File: src/rtl/uart_pkg.sv
// rtl/uart_pkg.sv - shared types and helpers for the UART tx arbiter slice
package uart_pkg;

    typedef enum logic [1:0] {
        ST_IDLE,
        ST_START,
        ST_WAIT_BUSY_LOW
    } arb_state_t;

    localparam int DEFAULT_SYNC_STAGES = 2;

    // Width of a requester index; never narrower than one bit.
    function automatic int rr_idx_width(input int n);
        return (n > 1) ? $clog2(n) : 1;
    endfunction

endpackage

File: src/rtl/sync_bit.sv
// rtl/sync_bit.sv - multi-flop synchronizer for a single asynchronous status bit
module sync_bit
    import uart_pkg::*;
#(
    parameter int STAGES = DEFAULT_SYNC_STAGES
) (
    input  logic i_clk,
    input  logic i_rstn,
    input  logic i_d,
    output logic o_q
);

    logic [STAGES-1:0] r_chain;

    always_ff @(posedge i_clk or negedge i_rstn) begin
        if (!i_rstn) begin
            r_chain <= '0;
        end else begin
            r_chain <= {r_chain[STAGES-2:0], i_d};
        end
    end

    assign o_q = r_chain[STAGES-1];

endmodule

File: src/rtl/uart_tx_arbiter.sv
// rtl/uart_tx_arbiter.sv - round-robin arbiter sharing one UART transmitter
// across NUM_REQ byte requesters with a cross-clock start/busy handshake.
module uart_tx_arbiter
    import uart_pkg::*;
#(
    parameter int NUM_REQ        = 4,
    parameter int DATA_WIDTH     = 8,
    parameter int SYNC_STAGES    = DEFAULT_SYNC_STAGES,
    parameter int TIMEOUT_CYCLES = 65535
) (
    input  logic                                clk,
    input  logic                                rstn,
    input  logic [NUM_REQ-1:0]                  reqValid,
    input  logic [NUM_REQ*DATA_WIDTH-1:0]       reqData,
    output logic [NUM_REQ-1:0]                  reqReady,
    output logic                                txStart,
    output logic [DATA_WIDTH-1:0]               txData,
    input  logic                                txBusy,
    output logic [rr_idx_width(NUM_REQ)-1:0]    grantId,
    output logic                                sendDone,
    output logic                                timeoutErr
);

    localparam int IDW  = rr_idx_width(NUM_REQ);
    localparam int CNTW = $clog2(TIMEOUT_CYCLES + 1);

    arb_state_t      r_state;
    logic [IDW-1:0]  r_rr_ptr;
    logic [CNTW-1:0] r_cnt;
    logic            w_busy_s;
    logic            w_accept;
    logic [IDW-1:0]  w_gnt_idx;
    logic [IDW-1:0]  w_next_ptr;

    sync_bit #(
        .STAGES (SYNC_STAGES)
    ) u_busy_sync (
        .i_clk  (clk),
        .i_rstn (rstn),
        .i_d    (txBusy),
        .o_q    (w_busy_s)
    );

    // First pending requester at or above ptr, wrapping past NUM_REQ-1.
    function automatic logic [IDW-1:0] rr_pick(input logic [NUM_REQ-1:0] v,
                                               input logic [IDW-1:0]     ptr);
        logic [IDW-1:0] idx;
        logic           found;
        rr_pick = ptr;
        found   = 1'b0;
        idx     = ptr;
        for (int k = 0; k < NUM_REQ; k++) begin
            if (!found && v[idx]) begin
                rr_pick = idx;
                found   = 1'b1;
            end
            idx = (idx == IDW'(NUM_REQ - 1)) ? '0 : idx + IDW'(1);
        end
    endfunction

    assign w_gnt_idx  = rr_pick(reqValid, r_rr_ptr);
    assign w_next_ptr = (w_gnt_idx == IDW'(NUM_REQ - 1)) ? '0 : w_gnt_idx + IDW'(1);
    assign w_accept   = rstn && (r_state == ST_IDLE) && !w_busy_s && (reqValid != '0);
    assign reqReady   = w_accept ? ({{(NUM_REQ-1){1'b0}}, 1'b1} << w_gnt_idx) : '0;

    always_ff @(posedge clk or negedge rstn) begin
        if (!rstn) begin
            r_state    <= ST_IDLE;
            r_rr_ptr   <= '0;
            r_cnt      <= '0;
            txStart    <= 1'b0;
            txData     <= '0;
            grantId    <= '0;
            sendDone   <= 1'b0;
            timeoutErr <= 1'b0;
        end else begin
            sendDone   <= 1'b0;
            timeoutErr <= 1'b0;
            case (r_state)
                ST_IDLE: begin
                    if (w_accept) begin
                        txData   <= reqData[w_gnt_idx*DATA_WIDTH +: DATA_WIDTH];
                        grantId  <= w_gnt_idx;
                        r_rr_ptr <= w_next_ptr;
                        r_cnt    <= '0;
                        txStart  <= 1'b1;
                        r_state  <= ST_START;
                    end
                end
                ST_START: begin
                    // Busy takes precedence over an expiring timeout.
                    if (w_busy_s) begin
                        txStart <= 1'b0;
                        r_state <= ST_WAIT_BUSY_LOW;
                    end else if (r_cnt == CNTW'(TIMEOUT_CYCLES - 1)) begin
                        txStart    <= 1'b0;
                        timeoutErr <= 1'b1;
                        r_state    <= ST_IDLE;
                    end else begin
                        r_cnt <= r_cnt + CNTW'(1);
                    end
                end
                ST_WAIT_BUSY_LOW: begin
                    if (!w_busy_s) begin
                        sendDone <= 1'b1;
                        r_state  <= ST_IDLE;
                    end
                end
                default: begin
                    txStart <= 1'b0;
                    r_state <= ST_IDLE;
                end
            endcase
        end
    end

endmodule

File: config.mk
export PLATFORM = sky130hd
export DESIGN_NAME = uart_tx_arbiter
export DESIGN_NICKNAME = d
export VERILOG_FILES = /design/src/rtl/uart_pkg.sv /design/src/rtl/sync_bit.sv /design/src/rtl/uart_tx_arbiter.sv
export SDC_FILE = /design/constraint.sdc
export NUM_CORES = 1
export LEC_CHECK = 0
export CAP_MARGIN = 15
export CORE_ASPECT_RATIO = 0.5
export CORE_MARGIN = 5
export CORE_UTILIZATION = 24
export DETAILED_ROUTE_END_ITERATION = 10
export PLACE_DENSITY_LB_ADDON = 0.1
export SETUP_SLACK_MARGIN = 0.3
export SLEW_MARGIN = 20
export SYNTH_ARGS = -nofsm -noshare
export SYNTH_HDL_FRONTEND = slang
export SYNTH_SLANG_ARGS = --single-unit
export TNS_END_PERCENT = 10
File: constraint.sdc
create_clock -name clk -period 2.6 [get_ports clk]
set_input_delay 0.26 -clock clk [delete_from_list [all_inputs] [get_ports clk]]
set_output_delay 0.26 -clock clk [all_outputs]
set_load 0.01 [all_outputs]
==> results of run 1 <==
-- area by class of cell --
class                      count  area, um^2
clock buffer                   8         156
multi-input combinational    200        1650
fill                        1019        6380
sequential                    35         876
tap                          140         175
inverter                       9        33.8
timing repair buffer          99         905
-- routing by layer --
metal / routed length, um / global-route usage (%) / share of wire, %
met2: 3530 / 20.0 / 47
met3: 200 / 1.93 / 2.7
met4: 84 / 3.26 / 1.1
met5: 0 / 0 / 0
met1: 3660 / 16.0 / 49
-- cell usage in the layout (no fill, tap or decap), types with 2 or more instances in the layout --
master / instances
nand2_1: 22
o211ai_1: 2
xnor2_1: 11
o41ai_1: 3
a311oi_1: 2
nor3b_1: 2
nor4_4: 2
or3b_1: 2
buf_4: 38
nand2b_1: 2
or3_1: 2
clkdlybuf4s50_1: 51
o221ai_2: 17
dfrtp_1: 35
nor2b_1: 2
buf_6: 7
and2_1: 3
o21ai_1: 6
or4_1: 2
clkbuf_8: 2
mux2_1: 9
mux2_2: 6
and3_1: 2
nor2_1: 23
nand3_1: 6
nor2_4: 2
nor4b_1: 4
o21ai_0: 2
clkbuf_16: 5
o21bai_1: 16
ha_1: 4
buf_2: 2
a21oi_1: 4
o221ai_1: 6
nand4_1: 2
inv_1: 7
nor4_1: 7
a21boi_1: 2
-- path summary, 6_finish.rpt --
check                                        from                      to  slack [ns]  cells after the start
setup / recovery                      r_rr_ptr[1]             reqReady[0]       -0.18                      9
hold / removal             u_busy_sync.r_chain[0]  u_busy_sync.r_chain[1]        0.35                      0
setup reg to reg                      r_rr_ptr[0]               txData[4]       -0.02                     10
hold reg to reg            u_busy_sync.r_chain[0]  u_busy_sync.r_chain[1]        0.35                      0
max in group asynchronous                    rstn               txData[1]        1.77                      2
min in group asynchronous                    rstn                r_cnt[0]        0.51                      2
-- flip-flops by register name, indices dropped and copies added (netlist names) --
name and cells:
sendDone 1, r_rr_ptr 2, txData 8, grantId 2
r_cnt 16, r_state 2, u_busy_sync.r_chain 2, txStart 1
timeoutErr 1
-- kinds of logic after synthesis --
kind of cell	synth area share [%]
AO/OA/AOI/OAI	23.6
XOR/XNOR	4.21
adder cells (fa/ha/maj)	2.51
buffers and inverters	4.76
flip-flops	35.1
multiplexers	9.08
AND/OR/NAND/NOR	20.7
-- power breakdown --
group / internal, mW / switching (mW)
registers: 0.652 / 0.0787
logic: 1.22 / 1.12
clock network: 0.408 / 0.219
total: 2.28 / 1.42
-- critical path: cells and delay by family, from the launching register on --
kind | cells | cell delay (ns)
AO/OA/AOI/OAI | 2 | 0.63
adder cells (fa/ha/maj) | 1 | 0.17
buffers and inverters | 2 | 0.24
flip-flops | 1 | 0.41
multiplexers | 1 | 0.29
AND/OR/NAND/NOR | 3 | 0.49
-- through the flow --
step / setup TNS, ns / hold WS (ns) / worst slack [ns] / instance area (um^2)
after floorplan: 0 / -0.0356 / 0.127 / 2590
after global placement: -3.61 / 0.332 / -0.343 / 3560
after detailed placement: -3.96 / 0.337 / -0.379 / 3560
after CTS: -0.910 / 0.349 / -0.229 / 3780
after global routing: -1.64 / 0.361 / -0.239 / 3800
final: -0.613 / 0.348 / -0.175 / 3800
-- timing repair --
action | CTS | global route
pin swaps | 12 | 4
setup buffers | 1 | 0
resized for setup | 31 | 4
endpoints found under the setup margin | 12 | 16
==> flow_summary.ini, run 1 <==
[cts]
cts_num_sinks = 35
clkTransAtPathRegs_ns = 0.05
clk_path_buf_depth = 2
insertion_delay_ns = 0.27
clockRootBuffer = clkbuf_16
h-tree-depth = 2
cts_hold_buf = 0
cts_tree = yes
numCtsBuffers = 5

[layout]
area_growth_pct = 52.3
fin_cells = 491
drive_above_1_share_pct = 27.6
n_antenna_cell = 0
nNetsFinal = 394
fin_util_pct = 37.3

[synthesis]
synthCells = 260
async_flop_share_pct = 100
synth_top_area_share_pct = 35.1
yosysSeqAreaShare_pct = 35.1
synthTopCellsByArea = dfrtp_1, o221ai_1, o21bai_1, o221ai_2, mux2_1
syn-num-nets = 304
synth_most_common_cell = dfrtp_1
synth_edf_count = 0
yosysUniqueCellTypes = 57
synth_common_cells = dfrtp_1, nor2_1, nand2_1
synth_seq_cells = 35
synth_area_per_cell_um2 = 9.60
yosysWarnings = 0
synth_top_cell_by_area = dfrtp_1
synth_area_um2 = 2490
synth_flop_cell = dfrtp_1

[floorplan]
core_um2 = 10200
pin_count = 56
std_cell_rows = 26
dieArea_um2 = 12700
dieHeight_um = 82.1
die_x_um = 154
start_util_pct = 24.5

[power_and_ir_drop]
powerDensity_nw_per_um2 = 973
peakVddDrop_uv = 257
p_leak_nw = 1.53
p_total_mw = 3.70

[worst_setup_path]
cp_max_fo = 3
critPathMaxStageDelay_ns = 0.41
endpoint_kind = primary output
start_kind = flop
arrival_ns = 2.52
cpMaxStageDelayCell = dfrtp_1
path_class = reg2out
path_cells = ha_4, or2_4, mux2_4, a2111o_1, a31o_1, buf_4, nand2b_4, nor2_4, buf_6
cp.required_ns = 2.34

[timing]
finalSetupViolCount = 7
hold_violations = 0
rsz0062_at_grt = yes
setup_slack_ns = -0.175
fin_crit_ns = 2.78
worst_slew_pin_slew_ns = 0.508
slew_viol_final = 0
fmax_mhz = 360
fin_crit_sh_pct = 107
clock_skew_ns = 0.00259
relSlewSlack_pct = 65.7

[detailed_routing]
drt_wl_total_mm = 7.48
drc_errors = 0
vias_per_cell = 4.75
routedWlPerCell_um = 15.2
routed-via-count = 2333
drtIter0Drc = 69
ant_nets = 0
firstDrtPassIters = 4

[run_status]
failed_checks = negative setup slack
outcome = complete, but fails checks

[place]
dp_cells = 482
io_buffers = 55
gp_congestion = 0.861
hpwl_mm = 5.66

[grt]
grt_max_degree = 36
track_usage_pct = 11.9
grt_pass1_vias = 2335
antenna_found_initial = 0
grt-ovfl-total = 0
grt_pass1_wl_mm = 12.1

[run]
cap_violations = 0

[hold_path]
holdCritPathClass = reg2reg
Note: power is estimated with default switching activity, not from simulation.
==> run 2: changes to the inputs <==
MAX_ROUTING_LAYER = met4   (was unset)
==> run 2 against run 1 <==
Compared with the run above: the run still ends with negative setup slack left; global-route usage grew 0.34 points; clock power is essentially flat; combinational power is essentially flat; via count is the same; die area is the same; count of clock-buffer cells in the layout is the same; critical path type unchanged; largest cell class unchanged; largest power group unchanged.
==> flow_summary.ini, run 2 (synthesis gave the netlist of run 1 again) <==
[run_status]
outcome = complete, but fails checks
failed_checks = negative setup slack

[worst_setup_path]
arrival_ns = 2.51
path_buf_inv = 2
endpoint_kind = primary output
path_cells = ha_4, or2_4, mux2_4, a2111o_1, a31o_1, buf_4, nand2b_4, nor2_4, buf_6
critPathMaxStageDelay_ns = 0.41
crit_family = compound AO/OA/AOI/OAI gates
path_class = reg2out
start_kind = flop
cp_max_fo = 3
cpMaxStageDelayCell = dfrtp_1
cp.required_ns = 2.34

[layout]
final_cell_mix = clkdlybuf4s50_1, buf_4, dfrtp_1, nor2_1, nand2_1
largest_reg_flops = 16
fin_util_pct = 37.3
largestRegisters = r_cnt: 16 flops, txData: 8 flops
fin_cells = 491
area_growth_pct = 52.3
n_antenna_cell = 0
nNetsFinal = 394
design_area_um2 = 3800
regMostFlops = r_cnt
final_common_cell = clkdlybuf4s50_1
drive_above_1_share_pct = 27.6

[place]
io_buffers = 55
dp_cells = 482
hpwl_mm = 5.66
place_area_um2 = 3560
gp_congestion = 0.875

[grt]
antenna_found_initial = 0
grt-ovfl-total = 0
grt_max_degree = 36
track_usage_pct = 12.2
grt_pass1_wl_mm = 12.1
grt_pass1_vias = 2341

[detailed_routing]
firstDrtPassIters = 4
routed-via-count = 2333
drc_errors = 0
drtIter0Drc = 86
ant_nets = 0
routedWlPerCell_um = 15.2
vias_per_cell = 4.75
drt_wl_total_mm = 7.47

[cts]
clk_path_buf_depth = 2
cts_num_sinks = 35
cts_hold_buf = 0
clkTransAtPathRegs_ns = 0.05
cts_tree = yes
insertion_delay_ns = 0.27
numCtsBuffers = 5
h-tree-depth = 2
clockRootBuffer = clkbuf_16

[timing]
finalSetupViolCount = 5
worst_slew_pin_slew_ns = 0.507
relSlewSlack_pct = 65.7
hold_violations = 0
fin_crit_ns = 2.77
fmax_mhz = 361
rsz0062_at_grt = yes
fin_crit_sh_pct = 106
clock_skew_ns = 0.00276
slew_viol_final = 0
setup_slack_ns = -0.168
holdWs_ns = 0.348

[floorplan]
die_x_um = 154
dieArea_um2 = 12700
core_um2 = 10200
start_util_pct = 24.5
pin_count = 56
dieHeight_um = 82.1
std_cell_rows = 26

[power_and_ir_drop]
powerDensity_nw_per_um2 = 970
peakVddDrop_uv = 254
p_leak_nw = 1.53

[run]
cap_violations = 0

[hold_path]
holdCritPathClass = reg2reg
## run 2: cell counts in the layout (fill, tap and decap cells not counted)
Identical to the previous run, type by type.
## run 2: per-stage QoR
| step | setup slack [ns] | TNS (ns) | power, mW |
|---|---|---|---|
| 5_1_grt | -0.239 | -1.64 | 3.95 |
| 3_3_place_gp | -0.343 | -3.61 | 2.90 |
| 2_1_floorplan | 0.127 | 0 | 2.03 |
| 3_5_place_dp | -0.379 | -3.96 | 2.91 |
| 6_report | -0.168 | -0.572 | 3.69 |
| 4_1_cts | -0.229 | -0.910 | 3.71 |
## run 2: layer usage
layer  share of wire [%]  global-route usage (%)  wire length, um  vias up
met2                  47                    20.0             3550       33
met1                  49                    16.0             3680     1127
met4                0.84                    3.26               63        0
li1                    -                       -                -     1169
met3                 2.4                    1.87              176        4
met5                   0                       -                0        -
## run 2: worst paths after layout
path	from	endpoint	slack (ns)	cells after the start
max	r_rr_ptr[0]	reqReady[0]	-0.17	9
min	u_busy_sync.r_chain[0]	u_busy_sync.r_chain[1]	0.35	0
min reg2reg	u_busy_sync.r_chain[0]	u_busy_sync.r_chain[1]	0.35	0
max in group asynchronous	rstn	r_rr_ptr[0]	1.77	2
max reg2reg	r_rr_ptr[0]	txData[4]	-0.01	10
min in group asynchronous	rstn	r_cnt[0]	0.52	2
## run 2: final cells by class
cell class / count / area [um^2]
Tap cell: 140 / 175
Multi-Input combinational cell: 200 / 1650
Fill cell: 1019 / 6380
Sequential cell: 35 / 876
Timing Repair Buffer: 99 / 905
Clock buffer: 8 / 156
Inverter: 9 / 33.8
## run 2: where the power goes
part,leakage [nW],switching [mW],internal [mW]
sequential,0.458,0.0781,0.652
combinational,0.998,1.11,1.22
clock,0.0772,0.219,0.408
total,1.53,1.41,2.28
## run 2: repair_timing
action,4_1_cts,5_1_grt
setup buffers,1,0
resized for setup,31,4
pin swaps,12,4
endpoints found under the setup margin,12,16
==> run 3: changes to the inputs <==
DONT_BUFFER_PORTS = 1   (was unset)
==> run 3 against run 2 <==
Compared with the run above: the run still ends with negative setup slack left; power shrank 10%; utilization shrank 6.3 points; clock power shrank 9.4%; setup slack gained 0.12 ns; sequential power grew 9.2%; clock skew is essentially flat; count of clock-buffer cells in the layout shrank 1; die area is the same; combinational power shrank 16%; first-iteration DRC count grew 21%; critical path depth shrank 2; final area shrank 17%; critical endpoint is now reqReady[3]; largest cell class unchanged; largest power group unchanged.
==> flow_summary.ini, run 3 (synthesis gave the netlist of run 1 again) <==
[power_and_ir_drop]
switchingPower_mw = 1.37
peakVddDrop_uv = 341
p_int_mw = 1.94
clockPowerShare_pct = 17.1
p_leak_nw = 1.23
switching_share_pct = 41.4
p_seq_share_pct = 24.1
combPwrFrac_pct = 58.8
powerDensity_nw_per_um2 = 1050
p_total_mw = 3.31

[place]
hpwl_mm = 5.34
io_buffers = 0
gp_congestion = 0.745
place_area_um2 = 2780

[cts]
h-tree-depth = 2
numCtsBuffers = 5
clkTransAtPathRegs_ns = 0.05
clk_path_buf_depth = 2
insertion_delay_ns = 0.27
cts_tree = yes
clockRootBuffer = clkbuf_16
cts_num_sinks = 35

[floorplan]
dieHeight_um = 82.1
std_cell_rows = 26
die_x_um = 154
pin_count = 56
core_um2 = 10200
start_util_pct = 24.5
dieArea_um2 = 12700

[detailed_routing]
vias_per_cell = 5.02
ant_nets = 0
routed-via-count = 2090
drtIter0Drc = 104
drc_errors = 0
routedWlPerCell_um = 17.6
drt_wl_total_mm = 7.34
firstDrtPassIters = 4

[grt]
grt_use_met1_pct = 15.3
grt_pass1_vias = 2156
top_usage_layer = met2
track_usage_pct = 11.9
grt_max_degree = 36
grt-ovfl-total = 0
grt_use_met3_pct = 2.65
antenna_found_initial = 1
use_met2_pct = 19.3
grt_pass1_wl_mm = 11.7

[worst_setup_path]
rr_endpoint = txData[6]
cp.required_ns = 2.34
endpoint_kind = primary output
critPathMaxStageDelay_ns = 0.44
path_class = reg2out
path_buf_inv = 0
start_kind = flop
arrival_ns = 2.38
cp_max_fo = 6
path_cells = ha_4, or2_4, mux2_4, a2111o_1, a31o_4, ha_2, and2_4
rr_worst_depth = 8
r2r-start = r_rr_ptr[1]
crit_family = compound AO/OA/AOI/OAI gates
r2r_slack_ns = 0.09
cpMaxStageDelayCell = dfrtp_2

[layout]
area_growth_pct = 26.7
nNetsFinal = 319
largest_reg_flops = 16
design_area_um2 = 3160
fillers = 1054
largestRegisters = r_cnt: 16 flops, txData: 8 flops
n_antenna_cell = 0
final_cell_mix = dfrtp_1, nor2_1, nand2_1, buf_4
regMostFlops = r_cnt
fin_util_pct = 31.0
drive_above_1_share_pct = 28.3
final_common_cell = dfrtp_1

[hold_path]
hp-start = txBusy
hold_end = u_busy_sync.r_chain[0]
hold_depth = 0
holdCritPathClass = in2reg

[timing]
fin_crit_ns = 2.64
worst_slew_pin_slew_ns = 0.509
setup_slack_ns = -0.0448
rsz0062_at_grt = yes
clock_skew_ns = 0.00250
setup_tns_ns = -0.127
relSlewSlack_pct = 66.0
slew_viol_final = 0
fmax_mhz = 378
finalSetupViolCount = 4
hold_violations = 0
fin_crit_sh_pct = 102

[run_status]
outcome = complete, but fails checks
failed_checks = negative setup slack

[run]
cap_violations = 0
[run 3: metrics by stage]
stage / setup slack, ns / hold slack (ns) / std cells
after detailed placement: -0.0170 / -0.0346 / 399
after CTS: -0.0607 / 0.00431 / 416
after global routing: -0.119 / 0.000164 / 416
final: -0.0448 / 0.0127 / 416
after floorplan: 0.127 / -0.0356 / 260
after global placement: 0.0401 / -0.0346 / 399
[run 3: repair_timing]
item	in CTS	in global routing
endpoints found under the hold margin	35	0
endpoints found under the setup margin	13	13
pin swaps	7	4
resized for setup	22	6
hold buffers	2	0
setup buffers	7	0
[run 3: power by group through the flow]
stage	clock [mW]	combinational (mW)	sequential, mW
2_1_floorplan	0	1.27	0.762
3_3_place_gp	0	1.54	0.804
3_5_place_dp	0	1.55	0.806
4_1_cts	0.589	1.88	0.805
5_1_grt	0.607	2.12	0.816
6_report	0.568	1.95	0.797
[run 3: cell type report]
class / instances / area (um^2) / share of cell area, %
Multi-Input combinational cell: 200 / 1710 / 54.2
Tap cell: 140 / 175 / 5.54
Inverter: 9 / 33.8 / 1.07
Clock inverter: 1 / 5.00 / 0.158
Sequential cell: 35 / 877 / 27.8
Clock buffer: 7 / 133 / 4.20
Timing Repair Buffer: 24 / 223 / 7.05
[run 3: worst max-delay path by stage]
| stage | startpoint | to | slack [ns] | cells after the start |
|---|---|---|---|---|
| 2_1_floorplan | r_rr_ptr[1] | reqReady[0] | 0.13 | 9 |
| 4_1_cts | r_rr_ptr[0] | reqReady[2] | -0.06 | 7 |
| 5_1_grt | r_rr_ptr[0] | reqReady[2] | -0.12 | 9 |
| 3_3_place_gp | r_rr_ptr[0] | txData[3] | 0.04 | 7 |
| 3_5_place_dp | r_rr_ptr[0] | txData[3] | -0.02 | 9 |
| 6_report | r_rr_ptr[0] | reqReady[3] | -0.04 | 7 |
[run 3: metal layers]
layer	vias to the layer above	wire length, um	part of all wire, %
li1	1022	-	-
met4	0	61	0.83
met1	1026	3510	48
met5	-	0	0
met3	6	334	4.5
met2	36	3440	47
